$ cat src/rtl/sram_pkg.sv
// Shared SRAM defaults used by the SRAM protocol interface and its controllers.
package sram_pkg;

   localparam int SRAM_AW = 15;
   localparam int SRAM_DW = 32;

   // Index width that stays at least one bit so a single-entry buffer still elaborates.
   function automatic int idx_width(input int n);
      return (n > 1) ? $clog2(n) : 1;
   endfunction

endpackage

$ cat src/rtl/sram_rw_if_t.sv
// Single-port SRAM strobe interface: one access per cycle, read data one cycle later.
interface sram_rw_if_t #(
   parameter int AW = sram_pkg::SRAM_AW,
   parameter int DW = sram_pkg::SRAM_DW
);

   logic          cs;
   logic          wen;
   logic [AW-1:0] addr;
   logic [DW-1:0] wdata;
   logic [DW-1:0] rdata;

   modport mst (output cs, wen, addr, wdata, input rdata);
   modport slv (input cs, wen, addr, wdata, output rdata);

endinterface

$ cat src/rtl/sync_fifo.sv
// Small synchronous FIFO with occupancy count; head data reads as zero while empty.
module sync_fifo
   import sram_pkg::*;
#(
   parameter int DW    = SRAM_DW,
   parameter int DEPTH = 2,
   localparam int PW   = idx_width(DEPTH),
   localparam int CW   = $clog2(DEPTH + 1)
) (
   input  logic          clk,
   input  logic          rst_n,
   input  logic          push,
   input  logic          pop,
   input  logic [DW-1:0] wdata,
   output logic [DW-1:0] rdata,
   output logic          full,
   output logic          empty,
   output logic [CW-1:0] cnt
);

   logic [DW-1:0] mem [DEPTH];
   logic [PW-1:0] wr_ptr;
   logic [PW-1:0] rd_ptr;

   function automatic logic [PW-1:0] next_ptr(input logic [PW-1:0] p);
      return (p == PW'(DEPTH - 1)) ? '0 : p + 1'b1;
   endfunction

   always_ff @(posedge clk or negedge rst_n) begin
      if (!rst_n) begin
         wr_ptr <= '0;
         rd_ptr <= '0;
         cnt    <= '0;
      end else begin
         if (push) wr_ptr <= next_ptr(wr_ptr);
         if (pop)  rd_ptr <= next_ptr(rd_ptr);
         if (push && !pop)      cnt <= cnt + 1'b1;
         else if (pop && !push) cnt <= cnt - 1'b1;
      end
   end

   // Storage is not reset; the empty gate below keeps stale words invisible.
   always_ff @(posedge clk) begin
      if (push) mem[wr_ptr] <= wdata;
   end

   assign full  = (cnt == CW'(DEPTH));
   assign empty = (cnt == '0);
   assign rdata = empty ? '0 : mem[rd_ptr];

   a_no_overflow  : assert property (@(posedge clk) disable iff (!rst_n) !(push && full && !pop));
   a_no_underflow : assert property (@(posedge clk) disable iff (!rst_n) !(pop && empty));

endmodule

$ cat src/rtl/sram_mst_ctrl.sv
// Valid/ready front end for a single-port SRAM: issues strobes and buffers read data behind a credit limit.
module sram_mst_ctrl
   import sram_pkg::*;
#(
   parameter int AW    = SRAM_AW,
   parameter int DW    = SRAM_DW,
   parameter int DEPTH = 2
) (
   input  logic          clk,
   input  logic          rst_n,
   input  logic          req_vld,
   output logic          req_rdy,
   input  logic          req_wen,
   input  logic [AW-1:0] req_addr,
   input  logic [DW-1:0] req_wdata,
   output logic          rsp_vld,
   input  logic          rsp_rdy,
   output logic [DW-1:0] rsp_rdata,
   sram_rw_if_t.mst      sram_rw_mst
);

   localparam int CW = $clog2(DEPTH + 1);

   logic          rd_inflight;
   logic          acc;
   logic          pop;
   logic          full;
   logic          empty;
   logic          rd_credit;
   logic [CW-1:0] cnt;
   logic [CW:0]   occ;

   // A read may only issue if its data is guaranteed a FIFO slot, counting the one in flight.
   always_comb begin
      occ       = {1'b0, cnt} + {{CW{1'b0}}, rd_inflight} - {{CW{1'b0}}, pop};
      rd_credit = (occ < (CW + 1)'(DEPTH));
      req_rdy   = rst_n & (req_wen | rd_credit);
      acc       = req_vld & req_rdy;
      pop       = rsp_vld & rsp_rdy;
   end

   assign sram_rw_mst.cs    = acc;
   assign sram_rw_mst.wen   = req_wen;
   assign sram_rw_mst.addr  = req_addr;
   assign sram_rw_mst.wdata = req_wdata;

   always_ff @(posedge clk or negedge rst_n) begin
      if (!rst_n) rd_inflight <= 1'b0;
      else        rd_inflight <= acc & ~req_wen;
   end

   sync_fifo #(
      .DW    (DW),
      .DEPTH (DEPTH)
   ) u_fifo (
      .clk   (clk),
      .rst_n (rst_n),
      .push  (rd_inflight),
      .pop   (pop),
      .wdata (sram_rw_mst.rdata),
      .rdata (rsp_rdata),
      .full  (full),
      .empty (empty),
      .cnt   (cnt)
   );

   assign rsp_vld = ~empty;

   a_credit_holds : assert property (@(posedge clk) disable iff (!rst_n) !(rd_inflight && full && !pop));

endmodule

$ cat src/flat_wrapper.sv
// flat-port wrapper written by rule: the top's interface ports become plain ports
module sram_mst_ctrl_flat import sram_pkg::*;
#(
   parameter int AW    = SRAM_AW,
   parameter int DW    = SRAM_DW,
   parameter int DEPTH = 2
)
  (clk, rst_n, req_vld, req_rdy, req_wen, req_addr, req_wdata, rsp_vld, rsp_rdy, rsp_rdata, sram_rw_mst_cs, sram_rw_mst_wen, sram_rw_mst_addr, sram_rw_mst_wdata, sram_rw_mst_rdata);
  sram_rw_if_t #(.AW(AW), .DW(DW)) sram_rw_mst_i ();
  input  logic clk;
  input  logic rst_n;
  input  logic req_vld;
  output logic req_rdy;
  input  logic req_wen;
  input  logic [AW-1:0] req_addr;
  input  logic [DW-1:0] req_wdata;
  output logic rsp_vld;
  input  logic rsp_rdy;
  output logic [DW-1:0] rsp_rdata;
  output wire logic [$bits(sram_rw_mst_i.cs)-1:0] sram_rw_mst_cs;
  output wire logic [$bits(sram_rw_mst_i.wen)-1:0] sram_rw_mst_wen;
  output wire logic [$bits(sram_rw_mst_i.addr)-1:0] sram_rw_mst_addr;
  output wire logic [$bits(sram_rw_mst_i.wdata)-1:0] sram_rw_mst_wdata;
  input wire logic [$bits(sram_rw_mst_i.rdata)-1:0] sram_rw_mst_rdata;
  assign sram_rw_mst_cs = sram_rw_mst_i.cs;
  assign sram_rw_mst_wen = sram_rw_mst_i.wen;
  assign sram_rw_mst_addr = sram_rw_mst_i.addr;
  assign sram_rw_mst_wdata = sram_rw_mst_i.wdata;
  assign sram_rw_mst_i.rdata = sram_rw_mst_rdata;
  sram_mst_ctrl #(.AW(AW), .DW(DW), .DEPTH(DEPTH)) u_core (.clk(clk), .rst_n(rst_n), .req_vld(req_vld), .req_rdy(req_rdy), .req_wen(req_wen), .req_addr(req_addr), .req_wdata(req_wdata), .rsp_vld(rsp_vld), .rsp_rdy(rsp_rdy), .rsp_rdata(rsp_rdata), .sram_rw_mst(sram_rw_mst_i));
endmodule
$ cat config.mk
export PLATFORM = sky130hd
export DESIGN_NAME = sram_mst_ctrl_flat
export DESIGN_NICKNAME = d
export VERILOG_FILES = /design/src/rtl/sram_pkg.sv /design/src/rtl/sram_rw_if_t.sv /design/src/rtl/sync_fifo.sv /design/src/rtl/sram_mst_ctrl.sv /design/src/flat_wrapper.sv
export SDC_FILE = /design/constraint.sdc
export NUM_CORES = 1
export LEC_CHECK = 0
export CORE_MARGIN = 2
export CORE_UTILIZATION = 42
export CTS_CLUSTER_SIZE = 28
export DETAILED_ROUTE_END_ITERATION = 7
export PLACE_DENSITY = 0.83
export RECOVER_POWER = 25
export SLEW_MARGIN = 0
export SYNTH_ARGS = -nofsm -noshare
export SYNTH_HDL_FRONTEND = slang
export SYNTH_SLANG_ARGS = --single-unit
$ cat constraint.sdc
create_clock -name clk -period 3.7 [get_ports clk]
set_input_delay 0.555 -clock clk [delete_from_list [all_inputs] [get_ports clk]]
set_output_delay 0.555 -clock clk [all_outputs]
set_load 0.005 [all_outputs]
==> results of run 1 <==
## area by class of cell
class                           instances  area [um^2]
Timing Repair Buffer                   73          728
Tap cell                               99          124
Clock buffer                           10          128
Clock inverter                          6         86.3
Inverter                                5         18.8
Multi-Input combinational cell         84          624
Sequential cell                        69         2050
Fill cell                             625         3460
## state kept, by name, indices dropped and copies added, names as in the netlist
register	flops
u_core.u_fifo.mem	64
u_core.u_fifo.cnt	2
u_core.rd_inflight	1
u_core.u_fifo.wr_ptr	1
u_core.u_fifo.rd_ptr	1
## Yosys cell counts, drive strengths merged
| cell | number | area (um^2) |
|---|---|---|
| edfxtp | 64 | 1920 |
| buf | 55 | 417 |
| nor2 | 36 | 145 |
| mux2i | 32 | 320 |
| dfrtp | 5 | 125 |
| inv | 5 | 18.8 |
| xnor2 | 4 | 35.0 |
| ha | 2 | 25.0 |
| nand2 | 2 | 10.0 |
| xor2 | 2 | 17.5 |
| and2 | 1 | 6.26 |
| fa | 1 | 20.0 |
| nor2b | 1 | 6.26 |
| nor4 | 1 | 12.5 |
| o21a | 1 | 7.51 |
| o21ba | 1 | 10.0 |
## kinds of logic (layout without fill, tap and decap cells)
group / count (synthesis) / after routing / synth area share [%]
buffers and inverters: 60 / 94 / 14.1
adder cells (fa/ha/maj): 3 / 3 / 1.45
AND/OR/NAND/NOR: 41 / 41 / 5.82
AO/OA/AOI/OAI: 2 / 2 / 0.566
flip-flops: 69 / 69 / 66.1
XOR/XNOR: 6 / 6 / 1.70
multiplexers: 32 / 32 / 10.3
## power groups by stage
stage	sequential (W)	clock, W	combinational, W
5_1_grt	0.00108	0.000711	0.000962
3_5_place_dp	0.00108	0	0.000900
4_1_cts	0.00106	0.000673	0.000905
2_1_floorplan	0.000979	0	0.000582
3_3_place_gp	0.00108	0	0.000883
6_report	0.00106	0.000652	0.000881
## layer usage
metal	routed length, um	vias up
met5	0	-
met4	197	0
met3	542	21
met2	3240	88
met1	1830	732
li1	-	746
## per-stage QoR
stage	utilization (%)	instance area (um^2)	setup slack, ns	total power, W	hold slack, ns
floorplan	-	3100	1.30	0.00156	0.259
global placement	49.1	3540	0.355	0.00196	0.506
detailed placement	49.1	3540	0.275	0.00198	0.516
CTS	52.1	3760	0.279	0.00264	0.462
global route	52.1	3760	0.164	0.00275	0.543
finish	52.1	3760	0.303	0.00259	0.518
## worst min-delay path by stage
stage | slack (ns) | cells past startpoint | start | endpoint
after floorplan | 0.26 | 0 | rst_n | u_core.rd_inflight
after global placement | 0.51 | 1 | u_core.rd_inflight | u_core.u_fifo.wr_ptr
after detailed placement | 0.52 | 1 | u_core.rd_inflight | u_core.u_fifo.wr_ptr
after CTS | 0.46 | 1 | rst_n | u_core.u_fifo.cnt[0]
after global routing | 0.54 | 1 | rst_n | u_core.u_fifo.cnt[0]
final | 0.52 | 1 | u_core.rd_inflight | u_core.u_fifo.wr_ptr
==> flow_metrics.env, run 1 <==
export IMPL_use_met1_pct=12.3
export IMPL_p_switching_w=0.000736
export IMPL_dpl_cell_count=330
export IMPL_seq_area_frac_synth_pct=66.1
export IMPL_cts_resized=0
export IMPL_core_area_mm2=0.00721
export IMPL_crit_path_end_kind="primary output"
export IMPL_antenna_found_initial=0
export IMPL_p_per_area_mw_per_mm2=690
export IMPL_worst_path_stages=8
export IMPL_cp_arrival_ns=2.84
export IMPL_yosys_warnings=0
export IMPL_io_buffers=72
export IMPL_rsz0062_at_grt="no"
export IMPL_nNetsFinal=329
export IMPL_syn_area_mm2=0.00310
export IMPL_critical_path_max_stage_delay_ns=0.50
export IMPL_setup_worst_path_class="input pin to primary output"
export IMPL_cap_violations=0
export IMPL_htreeDepth=3
export IMPL_cp_max_fo=3
export IMPL_gp_congestion=0.753
export IMPL_antennaDiodeCount=0
export IMPL_grt_overflow_total=0
export IMPL_drt_iter0_drc=42
export IMPL_crit_start="rsp_rdy"
export IMPL_p_leak_nw=1.38
export IMPL_dp_hpwl_um=4110
export IMPL_ir_drop_v=0.000270
export IMPL_clock_path_buffers=2
export IMPL_p_int_w=0.00186
export IMPL_drc=0
export IMPL_final_setup_viol_count=0
export IMPL_grt_max_degree=34
export IMPL_die_area_mm2=0.00808
export IMPL_swShare_pct=28.4
export IMPL_r2r_start="u_core.u_fifo.cnt[0]"
export IMPL_min_period_ns=3.40
export IMPL_die_h_um=89.9
export IMPL_power_frac_comb_pct=34.0
export IMPL_sequentialPowerShare_pct=40.9
export IMPL_worst_path_buf_inv=2
export IMPL_routedWlPerCell_um=16.8
export IMPL_grt_usage_pct=14.9
export IMPL_routed_wl_um=5810
export IMPL_syn_num_nets=300
export IMPL_post_cts_buffers=0
export IMPL_area_growth_pct=21.3
export IMPL_yosysUniqueCellTypes=22
export IMPL_timing_rr_end="u_core.rd_inflight"
export IMPL_worst_slew_pin_slew_ns=0.972
export IMPL_cp_common_cell="clkdlybuf4s50_1"
export IMPL_hold_viol_final=0
export IMPL_io_pins=167
export IMPL_hold_class="flop to flop"
export IMPL_stdcell_count=346
export IMPL_insertion_delay_ns=0.33
export IMPL_layout_common_cells="64 x edfxtp_1, 46 x clkdlybuf4s50_1, 33 x nor2_1, 32 x mux2i_1, 26 x dlygate4sd3_1"
export IMPL_postCtsHoldBufs=0
export IMPL_netlist_instances=213
export IMPL_critPathRequiredTime_ns=3.14
export IMPL_crit_family="buffers and inverters"
export IMPL_clock_sinks=69
export IMPL_path_clk_slew_ns=0.07
export IMPL_vias=1587
export IMPL_max_freq_mhz=294
export IMPL_drt_pass1_iter_count=3
export IMPL_antenna_left=0
export IMPL_use_met3_pct=6.45
export IMPL_start_util_pct=42.9
export IMPL_finalCritPeriodShare_pct=91.8
export IMPL_numCtsBuffers=9
export IMPL_grt_pass1_vias=1720
export IMPL_die_w_um=89.9
export IMPL_cp_endpoint="sram_rw_mst_cs"
export IMPL_worst_r2r_path_depth=7
export IMPL_synth_avg_cell_area_um2=14.5
export IMPL_met2_usage_pct=28.6
export IMPL_critPathSlowestCell="clkdlybuf4s50_1"
export IMPL_grt_pass1_wl_um=8920
export IMPL_final_common_cell="edfxtp_1"
export IMPL_status="complete, no violations"
export IMPL_cts_tree="done"
export IMPL_final_max_slew_viol_count=0
export IMPL_gr_max_usage_layer="met2"
export IMPL_tns_ns=0
export IMPL_r2r_setup_slack_ns=1.67
export IMPL_cts_root_buf="clkbuf_8"
export IMPL_drive_gt1_share_pct=10.1
export IMPL_synth_seq_cells=69
export IMPL_startpoint_type="input pin"
export IMPL_pwr_share_clk_pct=25.1
export IMPL_worst_clock_skew_ns=0.00997
export IMPL_path_cells="clkdlybuf4s50_1 > nand2_2 > ha_1 > nor2b_1 > fa_1 > nor2_2 > o21ba_1 > clkdlybuf4s50_1"
export IMPL_max_slew_margin_rel_pct=35.1
export IMPL_vias_per_cell=4.59
export IMPL_fp_row_count=31
(Power assumes the default switching activity.)
==> inputs of run 2 (changes only) <==
--- a/config.mk
+++ b/config.mk
@@ -5,10 +5,13 @@
 export SDC_FILE = /design/constraint.sdc
 export NUM_CORES = 1
 export LEC_CHECK = 0
+export ABC_CLOCK_PERIOD_IN_PS = 3700
+export CAP_MARGIN = 20
 export CORE_MARGIN = 2
 export CORE_UTILIZATION = 42
 export CTS_CLUSTER_SIZE = 28
 export DETAILED_ROUTE_END_ITERATION = 7
+export GPL_TIMING_DRIVEN = 0
 export PLACE_DENSITY = 0.83
 export RECOVER_POWER = 25
 export SLEW_MARGIN = 0
==> run 2 against run 1 <==
Compared with the run above:
- worst setup slack improved by 0.023 ns
- clock skew decreased by 0.0043 ns
- flip-flop and latch count unchanged
- sequential share of layout area decreased by 11 points
- combinational power increased by 28%
- largest power group is now combinational logic
- sequential power decreased by 8%
- core utilization increased by 13 points
- total power increased by 5.8%
- highest routed layer unchanged
- maximum frequency increased by 0.68%
==> flow_metrics.env, run 2 (same netlist as run 1, synthesis figures left out) <==
export IMPL_status="complete, no violations"
export IMPL_r2r_setup_slack_ns=1.63
export IMPL_htreeDepth=3
export IMPL_post_cts_buffers=0
export IMPL_max_freq_mhz=296
export IMPL_nNetsFinal=431
export IMPL_area_growth_pct=50.6
export IMPL_crit_path_end_kind="primary output"
export IMPL_dp_hpwl_um=5110
export IMPL_min_period_ns=3.37
export IMPL_timing_rr_end="u_core.rd_inflight"
export IMPL_cts_root_buf="clkbuf_8"
export IMPL_holdCritStartpoint="u_core.rd_inflight"
export IMPL_die_h_um=89.9
export IMPL_critical_path_max_stage_delay_ns=0.47
export IMPL_die_area_mm2=0.00808
export IMPL_layout_common_cells="93 x clkdlybuf4s50_1, 64 x edfxtp_1, 49 x buf_4, 33 x nor2_1, 32 x mux2i_1"
export IMPL_insertion_delay_ns=0.33
export IMPL_clock_sinks=69
export IMPL_rsz0062_at_grt="no"
export IMPL_vias_per_cell=4.45
export IMPL_critPathSlowestCell="clkdlybuf4s50_1"
export IMPL_drc=0
export IMPL_fill_cells=574
export IMPL_path_cells="clkdlybuf4s50_1 > nand2_2 > ha_1 > nor2b_1 > fa_1 > xnor2_1 > nor2_2 > o21a_1 > clkdlybuf4s50_1"
export IMPL_worst_path_buf_inv=2
export IMPL_min_path_cells=1
export IMPL_largest_register="u_core.u_fifo.mem"
export IMPL_cts_resized=0
export IMPL_max_slew_margin_rel_pct=45.7
export IMPL_clock_path_buffers=2
export IMPL_drt_pass1_iter_count=4
export IMPL_tns_ns=0
export IMPL_final_setup_viol_count=0
export IMPL_cp_arrival_ns=2.82
export IMPL_top_regs="u_core.u_fifo.mem: 64 flops, u_core.u_fifo.cnt: 2 flops"
export IMPL_p_per_area_mw_per_mm2=588
export IMPL_cp_max_fo=3
export IMPL_grt_pass1_vias=2087
export IMPL_grt_pass1_wl_um=10400
export IMPL_crit_family="buffers and inverters"
export IMPL_antenna_left=0
export IMPL_worst_slew_pin_slew_ns=0.814
export IMPL_routedWlPerCell_um=15.1
export IMPL_grt_overflow_total=0
export IMPL_vias=1998
export IMPL_drive_gt1_share_pct=22.3
export IMPL_path_clk_slew_ns=0.07
export IMPL_postCtsHoldBufs=0
export IMPL_die_w_um=89.9
export IMPL_routed_wl_um=6760
export IMPL_r2r_start="u_core.u_fifo.cnt[0]"
export IMPL_hold_class="flop to flop"
export IMPL_worst_clock_skew_ns=0.00563
export IMPL_io_buffers=119
export IMPL_cp_common_cell="clkdlybuf4s50_1"
export IMPL_gp_congestion=0.704
export IMPL_antenna_found_initial=1
export IMPL_io_pins=167
export IMPL_ir_drop_v=0.000447
export IMPL_core_area_mm2=0.00721
export IMPL_drt_iter0_drc=90
export IMPL_grt_max_degree=33
export IMPL_start_util_pct=42.9
export IMPL_cap_violations=0
export IMPL_whs_ns=0.522
export IMPL_hold_path_end="u_core.u_fifo.wr_ptr"
export IMPL_hold_viol_final=0
export IMPL_critPathRequiredTime_ns=3.14
export IMPL_cts_tree="done"
export IMPL_numCtsBuffers=9
export IMPL_finalCritPeriodShare_pct=91.2
export IMPL_startpoint_type="input pin"
export IMPL_largest_reg_flops=64
export IMPL_setup_worst_path_class="input pin to primary output"
export IMPL_final_common_cell="clkdlybuf4s50_1"
export IMPL_grt_usage_pct=16.9
export IMPL_worst_r2r_path_depth=7
export IMPL_fp_row_count=31
export IMPL_p_leak_nw=1.84
export IMPL_final_max_slew_viol_count=0
-- run 2: cell count changes in the layout (fill, tap and decap cells not counted), sizes merged --
cell	change
buf	+55
clkdlybuf4s50	+47
clkbuf	-1
clkinv	+1
diode	+1
-- run 2: worst max path at each step --
stage / start / end / cells after the start / slack [ns]
global placement: rsp_rdy / sram_rw_mst_cs / 8 / 0.33
finish: rsp_rdy / req_rdy / 9 / 0.33
CTS: u_core.u_fifo.cnt[0] / sram_rw_mst_cs / 9 / 0.30
detailed placement: rsp_rdy / req_rdy / 9 / 0.31
floorplan: u_core.u_fifo.cnt[0] / sram_rw_mst_cs / 8 / 1.30
global route: u_core.u_fifo.cnt[0] / sram_rw_mst_cs / 9 / 0.17
-- run 2: worst register-to-register path: cells and delay by family, from the launching register on --
family,cells,cell delay [ns]
fa+ha+maj,2,0.74
simple gates,4,0.74
flops,1,0.45
buf+inv,1,0.06
-- run 2: layout make-up --
cell class | count | area, um^2 | area share [%]
Antenna cell | 1 | 2.50 | 0.0536
Buffer | 55 | 417 | 8.93
Clock buffer | 9 | 124 | 2.66
Clock inverter | 7 | 88.8 | 1.90
Inverter | 5 | 18.8 | 0.402
Multi-Input combinational cell | 84 | 624 | 13.4
Sequential cell | 69 | 2050 | 43.9
Tap cell | 99 | 124 | 2.66
Timing Repair Buffer | 120 | 1220 | 26.1
-- run 2: metrics by stage --
step	std cells	total power (W)	instance area (um^2)	util [%]	setup WS (ns)
2_1_floorplan	213	0.00156	3100	-	1.30
3_3_place_gp	431	0.00211	4410	61.2	0.330
3_5_place_dp	432	0.00214	4450	61.7	0.311
4_1_cts	448	0.00280	4660	64.6	0.303
5_1_grt	449	0.00290	4660	64.7	0.172
6_report	449	0.00274	4660	64.7	0.326
-- run 2: report_power, final --
| group | switching (W) | internal [W] |
|---|---|---|
| Combinational | 0.000470 | 0.000661 |
| Sequential | 0.0000383 | 0.000932 |
| Clock | 0.000267 | 0.000376 |
-- run 2: routing by layer --
layer	vias to the layer above	global-route usage (%)	part of all wire, %
met5	-	0	0
met4	0	6.92	2.2
met3	13	8.38	9.8
met2	99	30.7	53
met1	930	16.2	35
li1	956	-	-
==> inputs of run 3 (changes only) <==
--- a/config.mk
+++ b/config.mk
@@ -5,14 +5,14 @@
 export SDC_FILE = /design/constraint.sdc
 export NUM_CORES = 1
 export LEC_CHECK = 0
-export ABC_CLOCK_PERIOD_IN_PS = 3700
+export ABC_CLOCK_PERIOD_IN_PS = 3850
 export CAP_MARGIN = 20
-export CORE_MARGIN = 2
-export CORE_UTILIZATION = 42
+export CORE_MARGIN = 8
+export CORE_UTILIZATION = 39
 export CTS_CLUSTER_SIZE = 28
 export DETAILED_ROUTE_END_ITERATION = 7
 export GPL_TIMING_DRIVEN = 0
-export PLACE_DENSITY = 0.83
+export PLACE_DENSITY = 0.77
 export RECOVER_POWER = 25
 export SLEW_MARGIN = 0
 export SYNTH_ARGS = -nofsm -noshare
==> constraint.sdc (replaced) <==
create_clock -name clk -period 3.85 [get_ports clk]
set_input_delay 0.5775 -clock clk [delete_from_list [all_inputs] [get_ports clk]]
set_output_delay 0.5775 -clock clk [all_outputs]
set_load 0.005 [all_outputs]
==> run 3 against run 2 <==
Compared with the run above:
- cell area shrank 1.1%
- final cell count grew 0.45%
- combinational power is essentially flat
- critical endpoint is now sram_rw_mst_cs
- highest routed layer unchanged
==> flow_metrics.env, run 3 (same netlist as run 1, synthesis figures left out) <==
export IMPL_p_per_area_mw_per_mm2=544
export IMPL_grt_pass1_vias=2137
export IMPL_worst_slew_pin_slew_ns=0.815
export IMPL_final_setup_viol_count=0
export IMPL_swShare_pct=29.7
export IMPL_p_int_w=0.00176
export IMPL_io_pins=167
export IMPL_met2_usage_pct=24.5
export IMPL_io_buffers=119
export IMPL_critPathRequiredTime_ns=3.27
export IMPL_cts_resized=0
export IMPL_numCtsBuffers=9
export IMPL_rsz0062_at_grt="no"
export IMPL_final_max_slew_viol_count=0
export IMPL_drive_gt1_share_pct=21.8
export IMPL_hold_viol_final=0
export IMPL_pwr_share_clk_pct=19.1
export IMPL_largest_reg_flops=64
export IMPL_drc=0
export IMPL_die_w_um=105
export IMPL_p_leak_nw=1.81
export IMPL_finalCritPeriodShare_pct=90.3
export IMPL_cp_max_fo=3
export IMPL_antennaDiodeCount=0
export IMPL_crit_path_end_kind="primary output"
export IMPL_grt_max_degree=33
export IMPL_max_freq_mhz=288
export IMPL_tns_ns=0
export IMPL_use_met1_pct=13.8
export IMPL_layout_common_cells="92 x clkdlybuf4s50_1, 64 x edfxtp_1, 49 x buf_4, 33 x nor2_1, 32 x mux2i_1"
export IMPL_vias=1999
export IMPL_drt_pass1_iter_count=4
export IMPL_start_util_pct=40.1
export IMPL_core_area_mm2=0.00773
export IMPL_antenna_found_initial=0
export IMPL_gp_congestion=0.866
export IMPL_p_switching_w=0.000747
export IMPL_power_frac_comb_pct=43.8
export IMPL_routedWlPerCell_um=17.2
export IMPL_grt_usage_pct=13.7
export IMPL_fp_row_count=32
export IMPL_die_h_um=105
export IMPL_ir_drop_v=0.000326
export IMPL_clock_path_buffers=2
export IMPL_vias_per_cell=4.43
export IMPL_sequentialPowerShare_pct=37.1
export IMPL_cts_tree="done"
export IMPL_cts_root_buf="clkbuf_8"
export IMPL_grt_overflow_total=0
export IMPL_clock_sinks=69
export IMPL_largest_register="u_core.u_fifo.mem"
export IMPL_insertion_delay_ns=0.33
export IMPL_cp_arrival_ns=2.90
export IMPL_worst_clock_skew_ns=0.00460
export IMPL_path_clk_slew_ns=0.07
export IMPL_area_growth_pct=48.9
export IMPL_antenna_left=0
export IMPL_drt_iter0_drc=62
export IMPL_status="complete, no violations"
export IMPL_fill_cells=600
export IMPL_routed_wl_um=7750
export IMPL_whs_ns=0.537
export IMPL_final_common_cell="clkdlybuf4s50_1"
export IMPL_use_met3_pct=6.88
export IMPL_cap_violations=0
export IMPL_min_period_ns=3.47
export IMPL_max_slew_margin_rel_pct=45.7
export IMPL_hold_class="flop to flop"
export IMPL_gr_max_usage_layer="met2"
export IMPL_final_util_pct=59.7
export IMPL_post_cts_buffers=0
export IMPL_dp_hpwl_um=6140
export IMPL_postCtsHoldBufs=0
export IMPL_nNetsFinal=431
export IMPL_startpoint_type="input pin"
export IMPL_die_area_mm2=0.0111
export IMPL_htreeDepth=3
export IMPL_top_regs="u_core.u_fifo.mem: 64 flops, u_core.u_fifo.cnt: 2 flops"
export IMPL_grt_pass1_wl_um=11600
export IMPL_setup_worst_path_class="input pin to primary output"
run 3: cell count changes in the layout (fill, tap and decap cells not counted), sizes merged:
cell	before	now
dlygate4sd3	26	27
clkdlybuf4s50	93	92
diode	1	0
clkbuf	9	12
inv	6	5
bufinv	2	0
run 3: final timing paths:
path	from	endpoint	slack [ns]	cells past startpoint
worst max register to register	u_core.u_fifo.cnt[0]	u_core.rd_inflight	1.74	7
max in group asynchronous	rst_n	u_core.u_fifo.rd_ptr	3.04	1
worst min register to register	u_core.rd_inflight	u_core.u_fifo.wr_ptr	0.54	1
min in group asynchronous	rst_n	u_core.u_fifo.cnt[1]	0.57	1
worst max-delay path	rsp_rdy	sram_rw_mst_cs	0.38	8
worst min-delay path	u_core.rd_inflight	u_core.u_fifo.wr_ptr	0.54	1
run 3: cell type report:
| cell class | count | area, um^2 | area share [%] |
|---|---|---|---|
| timing repair buffer | 120 | 1220 | 26.4 |
| inverter | 5 | 18.8 | 0.407 |
| buffer | 55 | 417 | 9.03 |
| clock inverter | 4 | 25.0 | 0.542 |
| clock buffer | 12 | 135 | 2.93 |
| sequential | 69 | 2050 | 44.4 |
| multi-input combinational | 84 | 624 | 13.5 |
| tap | 102 | 128 | 2.77 |
run 3: power groups by stage:
stage	Sequential [W]	Clock, W	Combinational, W
after floorplan	0.000941	0	0.000560
after global placement	0.000946	0	0.00111
after detailed placement	0.000949	0	0.00113
after CTS	0.000933	0.000498	0.00114
after global routing	0.000938	0.000530	0.00120
final	0.000932	0.000479	0.00110
run 3: routing by layer:
| layer | up-vias | part of all wire, % |
|---|---|---|
| met5 | - | 0 |
| met4 | 0 | 0.41 |
| met3 | 4 | 10 |
| met2 | 113 | 53 |
| met1 | 933 | 36 |
| li1 | 949 | - |
run 3: critical path, stage by stage:
cell and delay [ns]:
clkdlybuf4s50_1 0.47, nand2_2 0.08, ha_1 0.34, nor2b_1 0.16, fa_1 0.48, nor2_2 0.15, o21ba_1 0.13, clkdlybuf4s50_1 0.50
run 3: metrics by stage:
step	setup slack, ns	power (W)	cell area (um^2)	cells
after floorplan	1.42	0.00150	3100	213
after global placement	0.417	0.00206	4420	434
after detailed placement	0.371	0.00208	4450	435
after CTS	0.366	0.00257	4610	451
after global routing	0.219	0.00267	4610	451
final	0.375	0.00251	4610	451
